--- config.mk ---
export PLATFORM = sky130hd
export DESIGN_NAME = instr_fetch_queue
export DESIGN_NICKNAME = d
export VERILOG_FILES = /design/src/rtl/instr_fetch_queue.sv
export SDC_FILE = /design/constraint.sdc
export NUM_CORES = 1
export LEC_CHECK = 0
export BUFFER_PORTS_ARGS = -buffer_cell sky130_fd_sc_hd__buf_2
export CAP_MARGIN = 5
export CORE_MARGIN = 1
export CORE_UTILIZATION = 40
export CTS_BUF_LIST = sky130_fd_sc_hd__clkbuf_4
export DETAILED_ROUTE_END_ITERATION = 16
export SKIP_CTS_REPAIR_TIMING = 1
export SLEW_MARGIN = 25
export SYNTH_ARGS = -nofsm -noshare
export SYNTH_HDL_FRONTEND = slang
export SYNTH_SLANG_ARGS = --single-unit
--- constraint.sdc ---
create_clock -name clk -period 3.3 [get_ports clk]
set_input_delay 0.33 -clock clk [delete_from_list [all_inputs] [get_ports clk]]
set_output_delay 0.33 -clock clk [all_outputs]
set_load 0.005 [all_outputs]
--- src/rtl/instr_fetch_queue.sv ---
`default_nettype none
// ============================================================================
// Module   : instr_fetch_queue
// Purpose  : Sequential instruction fetch with an in-order prefetch queue,
//            stale-response dropping on redirect, valid/ready drain to decode.
// Revision : 1.0
// ============================================================================
module instr_fetch_queue #(
    parameter int                 ADDR_W    = 32,
    parameter int                 INSTR_W   = 32,
    parameter int                 DEPTH     = 4,
    parameter int                 PC_STEP   = 4,
    parameter logic [ADDR_W-1:0]  RESET_PC  = '0,
    parameter logic [INSTR_W-1:0] NOP_INSTR = '0
) (
    input  logic               clk,
    input  logic               rst_n,
    output logic               imem_req,
    output logic [ADDR_W-1:0]  imem_addr,
    input  logic               imem_gnt,
    input  logic               imem_rvalid,
    input  logic [INSTR_W-1:0] imem_rdata,
    input  logic               redirect,
    input  logic [ADDR_W-1:0]  redirect_pc,
    output logic               if_valid,
    output logic [INSTR_W-1:0] if_instr,
    output logic [ADDR_W-1:0]  if_pc,
    output logic [ADDR_W-1:0]  if_pc_next,
    input  logic               id_ready
);

    localparam int PW = (DEPTH > 1) ? $clog2(DEPTH) : 1;
    localparam int CW = PW + 1;
    // Stale responses can outnumber DEPTH after back-to-back redirects.
    localparam int DW = PW + 4;

    localparam logic [PW-1:0]     PTR_ONE  = 1;
    localparam logic [CW-1:0]     CNT_ONE  = 1;
    localparam logic [CW-1:0]     CNT_FULL = CW'(DEPTH);
    localparam logic [DW-1:0]     DROP_ONE = 1;
    localparam logic [ADDR_W-1:0] STEP     = ADDR_W'(PC_STEP);

    logic [ADDR_W-1:0]  fetch_pc;
    logic [PW-1:0]      head, tail, fill_ptr;
    logic [CW-1:0]      alloc_cnt, unfilled_cnt;
    logic [DW-1:0]      drop_cnt;
    logic [ADDR_W-1:0]  pc_q    [DEPTH];
    logic [INSTR_W-1:0] instr_q [DEPTH];

    logic               grant, pop, fill, discard, head_ready;
    logic [DW-1:0]      drop_sum, drop_redir;

    assign imem_req   = rst_n && !redirect && (alloc_cnt < CNT_FULL);
    assign imem_addr  = fetch_pc;
    assign grant      = imem_req && imem_gnt;

    // Filled entries are always contiguous from the head.
    assign head_ready = (alloc_cnt != unfilled_cnt);
    assign if_valid   = !redirect && head_ready;
    assign pop        = if_valid && id_ready;

    assign fill       = imem_rvalid && !redirect && (drop_cnt == '0) && (unfilled_cnt != '0);
    assign discard    = imem_rvalid && !redirect && (drop_cnt != '0);

    assign drop_sum   = DW'(unfilled_cnt) + drop_cnt;
    assign drop_redir = (imem_rvalid && (drop_sum != '0)) ? (drop_sum - DROP_ONE) : drop_sum;

    assign if_instr   = if_valid ? instr_q[head] : NOP_INSTR;
    assign if_pc      = if_valid ? pc_q[head] : '0;
    assign if_pc_next = if_pc + STEP;

    always_ff @(posedge clk or negedge rst_n) begin
        if (!rst_n) begin
            fetch_pc     <= RESET_PC;
            head         <= '0;
            tail         <= '0;
            fill_ptr     <= '0;
            alloc_cnt    <= '0;
            unfilled_cnt <= '0;
            drop_cnt     <= '0;
        end else if (redirect) begin
            fetch_pc     <= redirect_pc;
            head         <= '0;
            tail         <= '0;
            fill_ptr     <= '0;
            alloc_cnt    <= '0;
            unfilled_cnt <= '0;
            drop_cnt     <= drop_redir;
        end else begin
            if (grant) begin
                tail     <= tail + PTR_ONE;
                fetch_pc <= fetch_pc + STEP;
            end
            if (fill)
                fill_ptr <= fill_ptr + PTR_ONE;
            if (pop)
                head <= head + PTR_ONE;
            if (discard)
                drop_cnt <= drop_cnt - DROP_ONE;

            if (grant && !pop)
                alloc_cnt <= alloc_cnt + CNT_ONE;
            else if (!grant && pop)
                alloc_cnt <= alloc_cnt - CNT_ONE;

            if (grant && !fill)
                unfilled_cnt <= unfilled_cnt + CNT_ONE;
            else if (!grant && fill)
                unfilled_cnt <= unfilled_cnt - CNT_ONE;
        end
    end

    // Payload storage needs no reset; occupancy is tracked by the counters.
    always_ff @(posedge clk) begin
        if (grant)
            pc_q[tail] <= fetch_pc;
        if (fill)
            instr_q[fill_ptr] <= imem_rdata;
    end

endmodule
`default_nettype wire

Word-level counts from Yosys, hierarchy flattened
Memory sizes are Yosys's and may differ from the RTL's.
Index checks and enable logic that the tools add are counted.
{"block": "word_totals", "reg_bits": 50, "latch_bits": 0, "ramBits": 256, "rom_bits": 0, "inputBits": 70, "elab_cells": 74, "memories": 2}
{"memory": "instr_q", "words": 4, "width": 32, "rd": 1, "rd_clocked_by_memory_dff": 0, "write_ports": 1, "line_no": "48", "source": "logic [INSTR_W-1:0] instr_q [DEPTH];"}
{"memory": "pc_q", "words": 4, "width": 32, "rd": 1, "rd_clocked_by_memory_dff": 0, "write_ports": 1, "line_no": "47", "source": "logic [ADDR_W-1:0] pc_q [DEPTH];"}
{"block": "op_classes", "n_addsub": 12, "n_mul": 0, "n_div": 0, "n_lt_le_gt_ge": 1, "eq_ne": 1, "n_shift": 0, "n_mux": 23, "n_bitwise": 0, "n_reduce_logical": 28}
{"cell": "$mux 32", "count": 4}
{"cell": "$add 32x3->32 const B", "count": 2}
{"cell": "$mux 3", "count": 6}
{"cell": "$mux 6", "count": 3}
{"cell": "$logic_and 1x1->1", "count": 14}
{"cell": "$mux 2", "count": 6}
{"cell": "$reduce_bool 6->1", "count": 2}
{"cell": "$sub 6x1->6 const B", "count": 2}
{"cell": "$reduce_bool 3->1", "count": 3}
{"cell": "$reduce_bool 2->1", "count": 4}
{"cell": "$add 2x1->2 const B", "count": 3}
{"cell": "$add 3x1->3 const B", "count": 2}
{"cell": "$add 3x6->6", "count": 1}
{"cell": "$logic_not 6->1", "count": 1}
{"cell": "$sub 3x1->3 const B", "count": 2}
{"cell": "$logic_not 1->1", "count": 4}
{"cell": "$mux 1", "count": 4}
{"cell": "$lt 3x3->1 const B", "count": 1}
{"cell": "$ne 3x3->1", "count": 1}

Logic depth before layout (Yosys ltp)
{"block": "depth", "word_depth": 9, "ltp_mapped": 13, "depth_no_buf": 11}

Worst setup path after synthesis
No wires, ideal clock.
{"block": "synth_timing", "path_kind": "flip-flop to output port", "startpoint": "register unfilled_cnt[2]", "endpoint": "output if_pc_next[28]", "arrival_ns": 3.075, "required_ns": 2.970, "path_slack_ns": -0.105, "path_stages_with_launch": 14, "path_buffers": 2, "cell_sequence": "dfrtp_1 > xor2_1 > o31ai_1 > inv_1 > clkbuf_1 > clkbuf_1 > nand2_1 > inv_1 > ha_1 > inv_1 > nor4_1 > nand4_1 > nor3_2 > xnor2_1"}
{"block": "synth_between", "elab_chain_cells": 4}
{"item": "from (decl)", "line_no": "45", "source": "logic [CW-1:0] alloc_cnt, unfilled_cnt;"}
{"item": "from (signal assigned)", "line_no": "107", "source": "unfilled_cnt <= unfilled_cnt + CNT_ONE;"}
{"item": "from (signal assigned)", "line_no": "109", "source": "unfilled_cnt <= unfilled_cnt - CNT_ONE;"}
{"item": "$ne 3x3->1", "line_no": "58", "source": "assign head_ready = (alloc_cnt != unfilled_cnt);"}
{"item": "$logic_and 1x1->1", "line_no": "59", "source": "assign if_valid = !redirect && head_ready;"}
{"item": "via if_valid", "line_no": "25", "source": "output logic if_valid,"}
{"item": "$mux 32", "line_no": "69", "source": "assign if_pc = if_valid ? pc_q[head] : '0;"}
{"item": "via if_pc[2]", "line_no": "27", "source": "output logic [ADDR_W-1:0] if_pc,"}
{"item": "$add 32x3->32", "line_no": "70", "source": "assign if_pc_next = if_pc + STEP;"}
{"item": "to (decl)", "line_no": "28", "source": "output logic [ADDR_W-1:0] if_pc_next,"}
The timed path passes the listed nets, and every way through them passes these cells.

Worst setup path in the final report
{"block": "layout_timing", "startpoint": "register head[0]", "endpoint": "output if_pc_next[26]"}
{"block": "layout_between", "elab_chain_cells": 3}
{"item": "from (decl)", "line_no": "44", "source": "logic [PW-1:0] head, tail, fill_ptr;"}
{"item": "from (signal assigned)", "line_no": "97", "source": "head <= head + PTR_ONE;"}
{"item": "$mem_v2 4x32"}
{"item": "$mux 32", "line_no": "69"}
{"item": "$add 32x3->32", "line_no": "70"}
Every way passes these cells.

==> flow_summary_export.csv <==
group,metric,value,unit
drt,wl_per_cell,18.7,µm
timing,hold_ws,0.152,ns
timing,post-route-min-period,3.42,ns
power,leakagePower,6.61,nW
floorplan,die_area,34600,µm²
floorplan,start_util,40.5,%
finish,final_core_util,51.9,%
critical_path,cp.required,2.97,ns
placed_design,dp_slack,0.197,ns
placed_design,io_buffers,199,
timing,hold_viol,0,
finish,instances_no_fill,1755,
yosys,netlist.area_leader.share,56.7,%
global_routing,grtUsageTotal,18.8,%
yosys,yosysMostFrequentCell,"edfxtp_1",
drt,wl,32.7,mm
timing,clock-skew-final,0.0354,ns
clocking,cts_tree,"done",
global_routing,first_global_vias,8753,
yosys,synth_flop_cell,"edfxtp_1",
drt,vias_per_cell,5.09,
job,cap_violations,0,
global_routing,antenna_found_initial,1,
yosys,synth_edf_count,256,
power,powerDensity,675,nW/µm²
run_status,status,"finished with violations",
placed_design,gp_congestion,0.869,
timing,post-route-period-util,104,%
global_routing,grt_busiest_layer,"met2",
drt,num_vias,8929,
yosys,avgSynthCellArea,15.5,µm²
timing,finalSetupViolCount,15,
global_routing,overflow,0,
yosys,synth_commonest_cells,"256 x edfxtp_1, 70 x nand2_1, 64 x and2_1",
clocking,ctsHtreeMaxLevel,3,
yosys,synth_async_sr_flop_share,16.3,%
critical_path,crit_fanout,21,
timing,relSlewSlack,47.2,%
critical_path,crit_arrival,3.09,ns
timing,worst_pin_slew,0.790,ns
critical_path,worstSetupEndpointType,"primary output",
drt,ant_nets,0,
critical_path,start_kind,"register",
worst_hold_path,hp-class,"in2reg",
clocking,cts.clk_slew.worst_paths,0.07,ns
floorplan,die_w,186,µm
timing,finalSetupTns,-1.14,ns
yosys,ys_ff_latch,306,
yosys,synthCells,877,
power,vdd_drop_max,0.286,mV
clocking,cts_buffers,82,
drt,drt_iter0_markers,517,
yosys,yosysWarningCount,0,
timing,max_freq,0.293,GHz
clocking,clk_latency,0.69,ns
clocking,root_buffer,"clkbuf_4",
drt,drc,0,
clocking,cts.path.max_buffers,3,
floorplan,rows,67,
clocking,cts_sinks,306,
yosys,ys_types,54,
finish,area_growth,28.0,%
timing,timing.final.ws_setup,-0.119,ns
finish,drive_gt1_share,38.2,%
global_routing,grt_pass1_wl,48.7,mm
placed_design,dp.cells,1522,
yosys,seq_area_frac_synth,66.0,%
yosys,synth_area,13600,µm²
timing,grt_setup_unrepaired,"true",
yosys,synthTopCellsByArea,"edfxtp_1 57%, mux4_2 9.5%, dfrtp_1 9.2%",
global_routing,met2_usage,30.4,%
global_routing,met1_usage,24.3,%
critical_path,crit_type,"reg2out",
floorplan,die_height,186,µm
global_routing,grt_max_degree,73,
placed_design,dp_hpwl,21.5,mm
floorplan,coreArea,33400,µm²
floorplan,io_pins,200,
timing,slew_violations,0,
yosys,synth_fp_nets,967,
run_status,violations,"setup timing",
global_routing,met3_usage,4.21,%
finish,fin_nets,1335,
drt,dr.pass1.iters,6,
yosys,synth_top_area_cell,"edfxtp_1",
sequential cells by signal (all words and copies together) (netlist names):
signal and cells:
drop_cnt 6, head 2, imem_addr 32, fill_ptr 2, tail 2, instr_q 128, pc_q 128, unfilled_cnt 3
alloc_cnt 3
worst max-delay path, cell delays in order (launching register included):
cell     delay (ns)
dfrtp_4        0.50
buf_6          0.16
buf_16         0.18
mux4_2         0.41
nand4_1        0.12
nor4_2         0.29
buf_4          0.19
and3_4         0.20
nand3_1        0.10
xnor2_1        0.14
buf_2          0.13
through the flow:
step | area [µm²] | power (mW)
finish | 17300 | 11.7
CTS | 16300 | 11.5
global placement | 15300 | 8.11
floorplan | 13600 | 6.83
global route | 17300 | 12.4
detailed placement | 15300 | 8.14
layout make-up:
cell class | count | area (µm²)
fill | 2885 | 16100
sequential | 306 | 8950
multi-input combinational | 505 | 4510
timing repair buffer | 323 | 2180
clock buffer | 123 | 923
tap | 448 | 561
clock inverter | 21 | 124
inverter | 27 | 101
antenna | 2 | 5.00
cells by family after synthesis:
group                      after synthesis  share of synthesized area [%]
buffers and inverters                   66                           2.12
and+or+nand+nor                        271                           10.6
DFF                                    306                           66.0
adders and majority gates               20                           2.01
xor gates and xnor gates                68                           4.39
AOI/OAI and AO/OA                       74                           3.43
muxes                                   72                           11.4
layer usage:
metal  vias to the layer above  part of all wire, %
met4                         0                  2.8
met3                        65                  5.9
met2                       293                   48
li1                       4117                    -
met1                      4454                   43
met5                         -                    0
report_power, final:
part / switching (mW) / internal (mW)
Clock: 1.50 / 1.78
Sequential: 0.232 / 4.38
Combinational: 1.94 / 1.87
Total: 3.67 / 8.03
cell usage in the layout, fill, tap and decap left out, types with 4 or more instances in the layout:
master           n
nand4_1          4
xnor2_1         47
nand3_1         27
xor2_2           5
clkinv_1        13
inv_1           25
buf_2          199
dfrtp_2          4
ha_1            17
nor3_1          12
nor3b_1          4
a21oi_1          9
buf_4           49
nor4_2           4
o21ai_0         34
nor4_1           5
mux4_2          61
dlygate4sd3_1   65
and2_1          59
o211ai_1         8
edfxtp_1       256
o311ai_0         8
mux2i_1          4
nor3_2           4
buf_12           4
nor2_1          36
dfrtp_1         45
buf_6            5
clkbuf_4       123
xor2_1          16
and3_1          12
nand2_1         68
and2_2           4
path summary, 6_finish.rpt:
kind | slack (ns) | end | from | depth (start not counted)
worst max-delay path | -0.12 | if_pc_next[26] | head[0] | 10
worst min-delay path | 0.15 | imem_addr[19] | imem_gnt | 4
worst max register to register | 0.61 | instr_q[2][1] | drop_cnt[3] | 6
worst min register to register | 0.55 | pc_q[0][0] | imem_addr[0] | 0
max in group asynchronous | 2.21 | head[0] | rst_n | 4
min in group asynchronous | 0.23 | imem_addr[9] | rst_n | 3
No activity file was read; power rests on OpenSTA's default activity.
